**src/rtl/timer_pkg.sv**
```systemverilog
// Shared constants and BCD time helpers for the HH:MM:SS scan timer.
// Time words are packed {h10,h01,m10,m01,s10,s01}, one BCD nibble each.
package timer_pkg;

    localparam logic [3:0] UNIT_MAX   = 4'd9;
    localparam logic [3:0] TENS_MAX   = 4'd5;
    localparam int         HOUR_LIMIT = 23;
    localparam logic [7:0] HOUR_LAST_BCD = {4'(HOUR_LIMIT / 10), 4'(HOUR_LIMIT % 10)};

    typedef enum logic [2:0] {
        FLD_S01 = 3'd0,
        FLD_S10 = 3'd1,
        FLD_M01 = 3'd2,
        FLD_M10 = 3'd3,
        FLD_H01 = 3'd4,
        FLD_H10 = 3'd5
    } field_e;

    localparam logic [7:0] SEG_BLANK = 8'hFF;
    localparam logic [7:0] SEG_CODE [10] = '{
        8'hC0, 8'hF9, 8'hA4, 8'hB0, 8'h99,
        8'h92, 8'h82, 8'hF8, 8'h80, 8'h90
    };

    // Nibbles 0..3 alternate units (0-9) and tens (0-5) of seconds and minutes.
    function automatic logic [3:0] field_max(input int i);
        return (i % 2 == 1) ? TENS_MAX : UNIT_MAX;
    endfunction

    function automatic int hours_value(input logic [7:0] b);
        return int'(b[7:4]) * 10 + int'(b[3:0]);
    endfunction

    function automatic logic [23:0] hms_inc(input logic [23:0] t);
        logic [23:0] r;
        logic        carry;
        r     = t;
        carry = 1'b1;
        for (int i = 0; i < 4; i++) begin
            if (carry) begin
                if (r[i*4 +: 4] == field_max(i)) begin
                    r[i*4 +: 4] = 4'd0;
                end else begin
                    r[i*4 +: 4] = r[i*4 +: 4] + 4'd1;
                    carry       = 1'b0;
                end
            end
        end
        if (carry) begin
            if (r[23:16] == HOUR_LAST_BCD) begin
                r[23:16] = 8'h00;
            end else if (r[19:16] == UNIT_MAX) begin
                r[19:16] = 4'd0;
                r[23:20] = r[23:20] + 4'd1;
            end else begin
                r[19:16] = r[19:16] + 4'd1;
            end
        end
        return r;
    endfunction

    function automatic logic [23:0] hms_dec(input logic [23:0] t);
        logic [23:0] r;
        logic        borrow;
        r      = t;
        borrow = 1'b1;
        for (int i = 0; i < 4; i++) begin
            if (borrow) begin
                if (r[i*4 +: 4] == 4'd0) begin
                    r[i*4 +: 4] = field_max(i);
                end else begin
                    r[i*4 +: 4] = r[i*4 +: 4] - 4'd1;
                    borrow      = 1'b0;
                end
            end
        end
        if (borrow) begin
            if (r[23:16] == 8'h00) begin
                r[23:16] = HOUR_LAST_BCD;
            end else if (r[19:16] == 4'd0) begin
                r[19:16] = UNIT_MAX;
                r[23:20] = r[23:20] - 4'd1;
            end else begin
                r[19:16] = r[19:16] - 4'd1;
            end
        end
        return r;
    endfunction

    // Out-of-range minute/second nibbles become 0; any invalid hour pair becomes 00.
    function automatic logic [23:0] hms_sanitize(input logic [23:0] v);
        logic [23:0] r;
        r = v;
        for (int i = 0; i < 4; i++) begin
            if (v[i*4 +: 4] > field_max(i)) begin
                r[i*4 +: 4] = 4'd0;
            end
        end
        if (v[19:16] > UNIT_MAX || hours_value(v[23:16]) > HOUR_LIMIT) begin
            r[23:16] = 8'h00;
        end
        return r;
    endfunction

endpackage

```
**src/rtl/seg7_decode.sv**
```systemverilog
// Combinational BCD digit to active-low 7-segment code; non-BCD input blanks.
module seg7_decode
    import timer_pkg::*;
(
    input  logic [3:0] bcd_i,
    output logic [7:0] seg_n_o
);

    always_comb begin
        seg_n_o = SEG_BLANK;
        if (bcd_i <= UNIT_MAX) begin
            seg_n_o = SEG_CODE[bcd_i];
        end
    end

endmodule

```
**src/rtl/hms_scan_timer.sv**
```systemverilog
// 24-hour BCD clock/timer with multiplexed 7-segment scan output.
// Define HMS_TIMER_COUNTDOWN_EN to enable down-counting with an expired flag.
module hms_scan_timer
    import timer_pkg::*;
#(
    parameter int CLK_HZ     = 100000000,
    parameter int TICK_DIV   = CLK_HZ,
    parameter int SCAN_DIV   = 5000,
    parameter int NUM_DIGITS = 4
) (
    input  logic                  clk,
    input  logic                  reset,
    input  logic                  run,
    input  logic                  load,
    input  logic [23:0]           load_value,
    input  logic                  down,
    output logic [7:0]            seg_n,
    output logic [NUM_DIGITS-1:0] digit,
    output logic                  tick,
    output logic                  expired
);

    localparam int              PW         = $clog2(TICK_DIV);
    localparam int              SW         = $clog2(SCAN_DIV);
    localparam logic [PW-1:0]   PRESC_LAST = PW'(TICK_DIV - 1);
    localparam logic [PW-1:0]   PRESC_HALF = PW'(TICK_DIV / 2);
    localparam logic [SW-1:0]   SCAN_LAST  = SW'(SCAN_DIV - 1);
    localparam logic [2:0]      IDX_LAST   = 3'(NUM_DIGITS - 1);
    localparam logic [2:0]      FIELD_BASE = (NUM_DIGITS == 6) ? 3'd0 : 3'd2;

    logic [PW-1:0]         presc_q, presc_d;
    logic [SW-1:0]         scan_q, scan_d;
    logic [2:0]            idx_q, idx_d;
    logic [23:0]           time_q, time_d;
    logic [7:0]            seg_q, seg_d;
    logic [NUM_DIGITS-1:0] digit_q, digit_d;
    logic                  presc_wrap, hold_count, step;
    field_e                field;
    logic [3:0]            field_bcd;
    logic [7:0]            field_seg_n;
    logic [31:0]           unused_clk_hz;

    assign unused_clk_hz = CLK_HZ;

`ifdef HMS_TIMER_COUNTDOWN_EN
    logic expired_q, expired_d;
    logic time_zero;
`else
    logic unused_down;
    assign unused_down = down;
`endif

    always_comb begin
        presc_wrap = run && (presc_q == PRESC_LAST);
`ifdef HMS_TIMER_COUNTDOWN_EN
        time_zero  = (time_q == 24'h0);
        hold_count = expired_q || (down && time_zero);
`else
        hold_count = 1'b0;
`endif
        // A load in the same cycle swallows the tick entirely.
        step = presc_wrap && !load && !hold_count;
        tick = step && !reset;

        presc_d = presc_q;
        if (load || presc_wrap) begin
            presc_d = '0;
        end else if (run) begin
            presc_d = presc_q + 1'b1;
        end

        time_d = time_q;
        if (load) begin
            time_d = hms_sanitize(load_value);
        end else if (step) begin
`ifdef HMS_TIMER_COUNTDOWN_EN
            time_d = down ? hms_dec(time_q) : hms_inc(time_q);
`else
            time_d = hms_inc(time_q);
`endif
        end

`ifdef HMS_TIMER_COUNTDOWN_EN
        expired_d = expired_q;
        if (load) begin
            expired_d = 1'b0;
        end else if (down && ((presc_wrap && time_zero) || (step && time_d == 24'h0))) begin
            expired_d = 1'b1;
        end
`endif
    end

    always_comb begin
        scan_d = (scan_q == SCAN_LAST) ? '0 : scan_q + 1'b1;
        idx_d  = idx_q;
        if (scan_q == SCAN_LAST) begin
            idx_d = (idx_q == IDX_LAST) ? 3'd0 : idx_q + 3'd1;
        end
    end

    assign field     = field_e'(idx_q + FIELD_BASE);
    assign field_bcd = time_q[{field, 2'b00} +: 4];

    seg7_decode u_seg7_decode (
        .bcd_i   (field_bcd),
        .seg_n_o (field_seg_n)
    );

    always_comb begin
        seg_d = field_seg_n;
        // Colon blink rides on the hour-units decimal point.
        if (field == FLD_H01 && presc_q < PRESC_HALF) begin
            seg_d[7] = 1'b0;
        end
    end

    genvar gi;
    for (gi = 0; gi < NUM_DIGITS; gi++) begin : g_digit
        assign digit_d[gi] = (idx_q == 3'(gi));
    end

    always_ff @(posedge clk) begin
        if (reset) begin
            presc_q <= '0;
            scan_q  <= '0;
            idx_q   <= '0;
            time_q  <= '0;
            seg_q   <= SEG_CODE[0];
            digit_q <= NUM_DIGITS'(1);
        end else begin
            presc_q <= presc_d;
            scan_q  <= scan_d;
            idx_q   <= idx_d;
            time_q  <= time_d;
            seg_q   <= seg_d;
            digit_q <= digit_d;
        end
    end

`ifdef HMS_TIMER_COUNTDOWN_EN
    always_ff @(posedge clk) begin
        if (reset) begin
            expired_q <= 1'b0;
        end else begin
            expired_q <= expired_d;
        end
    end
    assign expired = expired_q;
`else
    assign expired = 1'b0;
`endif

    assign seg_n = seg_q;
    assign digit = digit_q;

endmodule
```
**config.mk**
```make
export PLATFORM = sky130hd
export DESIGN_NAME = hms_scan_timer
export DESIGN_NICKNAME = d
export VERILOG_FILES = /design/src/rtl/timer_pkg.sv /design/src/rtl/seg7_decode.sv /design/src/rtl/hms_scan_timer.sv
export SDC_FILE = /design/constraint.sdc
export NUM_CORES = 1
export LEC_CHECK = 0
export ABC_AREA = 1
export BUFFER_PORTS_ARGS = -buffer_cell sky130_fd_sc_hd__buf_2
export CAP_MARGIN = 20
export CORE_MARGIN = 8
export CORE_UTILIZATION = 39
export CTS_BUF_LIST = sky130_fd_sc_hd__clkbuf_4
export DETAILED_ROUTE_END_ITERATION = 8
export SKIP_CTS_REPAIR_TIMING = 1
export SYNTH_ARGS = -nofsm -noshare
export SYNTH_HDL_FRONTEND = slang
export SYNTH_SLANG_ARGS = --single-unit
export TNS_END_PERCENT = 20
```
**constraint.sdc**
```tcl
create_clock -name clk -period 2.6 [get_ports clk]
set_input_delay 0.39 -clock clk [delete_from_list [all_inputs] [get_ports clk]]
set_output_delay 0.39 -clock clk [all_outputs]
set_load 0.01 [all_outputs]
```
==> impl_results.md <==
- Outcome: complete, no violations
- Port bufs: 40
- Std-Cell Rows: slightly above 40
- Synth top area cells: dfxtp_1 32%, nand2_1 15%, nor2_1 9.1%
- Slew HR: between 50 and 60%
- GP Congestion: approximately 0.84
- Via count: ~4,800
- I/O pins: between 40 and 50
- PwrDens: about 410 nW/um^2
- Total Routing Usage GR: ~15%
- Final core utilization: between 40% and 50%
- Final ANT Viol Nets: 0
- Layout Skew: between 0.02 and 0.03 ns
- DR iter-0 viols: 300
- First-pass GRT wire length: ~20 mm
- Post-Syn Area: 4930 sq um
- Critical Path AT: 1.94 ns
- Clock Path Buffers: 2
- Worst ir drop on vdd: 0.282 mV
- CTS tree: yes
- Largest net degree at the start of global routing: 24
- Nets: 865
- Critical Path Fanout Max: 5
- Largest area contributor in the netlist: dfxtp_1
- Startpoint Class: flip-flop
- Root Buffer: clkbuf_4
- Total Neg Setup Slack: 0 ns
- Antenna cells: 0
- Die height: between 100 and 150 um
- Final wirelength: approximately 12 mm
- Initial antenna violation count: 0
- Residual DRC count: 0
- Achievable frequency: approximately 430 MHz
- Number of global-route vias before repair: about 4,400
- Seq/Total Area, Yosys: about a third
- Synth top cells by count: 193 x nand2_1, 120 x nor2_1, 104 x inv_1
- Setup violators final: 0
- Top_reg_cell synth: dfxtp_1
- Num Clock Sinks: 79
- Max Slew Vio Count: 0
- Leakage: 2.34 nW
- R2R setup slack: 0.35 ns
- Max-cap violations: 0
- Clock slew at reported path FFs: about 0.14 ns
- Die area: approximately 16,000 sq um
- CTS Buf Count: 9
- Yosys cell types: 35
- Core area: between 10,000 and 15,000 sq um
- Register area: about 1600 sq um
- Mapped Avg Cell Area: roughly 6.4 sq um
- DP HPWL: between 8 and 9 mm
- Kind of critical path: reg -> out
- CP Capture Type: primary output
- Most common cell in the netlist: nand2_1
- Grt total ovfl: 0
- Layout overhead on the synthesized area: 10.1%
- Post-synth EDFFs: 0
- Clk Latency, worst-skew pair: ~0.46 ns
- Yosys top cell area share: between 30% and 40%
- WL per Instance: 12.1 um
- Worst hold-check path type: in -> reg
- Async set or reset register ratio after synthesis: 0%
- Design area: between 5000 and 6000 sq um
- Tcrit/Tclk final: approximately nine tenths
- Syn nets: around 820
- Placed Area: between 5000 and 6000 sq um
- Die X: 128 um
- Fraction of layout cells with a size suffix above 1: roughly a tenth
- DRT Pass-1 Iters: 7
- RSZ-0062 raised after global routing: false
- Fillers: around 1,400
- Synth warn: 0
- Clock H-tree levels: 3
- Vias per inst: 4.86
- Crit path required time: approximately 2.2 ns
- Crit path time final: between 2 and 2.5 ns
- Area of the multi-input gates: between 2000 and 3000 sq um
- Initial core utilization: 39.6%
- FF+latch count, synth: 79
- Mapped Cells: 770
- Hold Vio Cnt, Final: 0
- Measured slew at the worst slew-check pin: between 0.6 and 0.7 ns
-- registers in the layout, summed over array words and instances (netlist names) --
name     cells
time_q      24
digit        4
scan_q      13
presc_q     27
idx_q        3
seg_n        8
-- cells by family (layout without fill, tap and decap cells) --
family	after synthesis	in the layout	synth area share, %
other cells	1	1	0.0760
simple gates	434	434	37.7
xor+xnor	22	22	3.91
compound gates	87	87	9.62
fa+ha+maj	25	25	6.65
flops	79	79	32.1
buf+inv	122	168	10.0
-- final cells by class --
type / count / share of cell area, %
Tap cell: 172 / 3.96
Timing Repair Buffer: 47 / 4.65
Multi-Input combinational cell: 569 / 52.8
Clock inverter: 7 / 0.922
Sequential cell: 79 / 29.1
Inverter: 105 / 7.26
Clock buffer: 9 / 1.24
-- worst max-delay path: stages, from the launching register on --
cell and delay [ns]:
dfxtp_1 0.38, nand2_1 0.17, nor3_2 0.27, nand3_1 0.17
nor4_2 0.30, buf_2 0.19
-- report_power, final --
part / switching, mW / internal, mW / leakage (nW)
sequential: 0.0278 / 1.24 / 0.641
clock: 0.472 / 0.195 / 0.0579
combinational: 0.203 / 0.114 / 1.64
-- cell usage in the layout, fill, tap and decap left out --
cell type   count
o21ai_0        33
nor4_1          2
nor2_2          1
a211oi_1        1
buf_2          40
nor2_1        119
o211ai_1        4
inv_1         104
o21a_1          1
clkinv_2        2
buf_4           7
nor2_4          1
nor3_1         15
xnor2_1         2
xor2_1         20
ha_1           23
a21oi_1        39
o22ai_1         1
nand4_1        21
nand3_1        63
clkinvlp_4      3
nor3b_1         3
o21ai_2         2
clkinv_4        2
nor4_2          1
nor3_2          1
or2_2           3
conb_1          1
nand3_4         1
o31ai_1         4
dfxtp_1        79
nand3b_1        3
fa_1            2
inv_2           1
nand2_2         7
nand2_1       193
o21bai_1        2
clkbuf_4        9
-- metrics by stage --
step                      total power [mW]  hold slack [ns]  instances  setup WS [ns]
after global placement                1.61            0.430        972         0.0751
final                                 2.25            0.255        988          0.275
after detailed placement              1.61            0.438        972       0.000805
after CTS                             2.28            0.221        988       -0.00676
after global routing                  2.38            0.250        988         0.0611
after floorplan                       1.52            0.418        770          0.496
-- routing by layer --
metal	wire length, um	share of wire (%)	GRT usage, %
met1	5410	45	18.1
met2	5760	48	26.4
met3	654	5.5	4.22
met4	150	1.3	3.92
met5	0	0	0
-- path summary, 6_finish.rpt --
path	startpoint	endpoint	cells after the start
setup / recovery	presc_q[14]$_SDFFE_PP0P_	tick	5
hold / removal	load_value[11]	time_q[9]$_SDFFE_PP0P_	4
setup reg to reg	idx_q[1]$_SDFFE_PP0P_	seg_n[4]$_SDFF_PP0_	12
hold reg to reg	scan_q[0]$_SDFF_PP0_	scan_q[0]$_SDFF_PP0_	1
(Power assumes the default switching activity.)
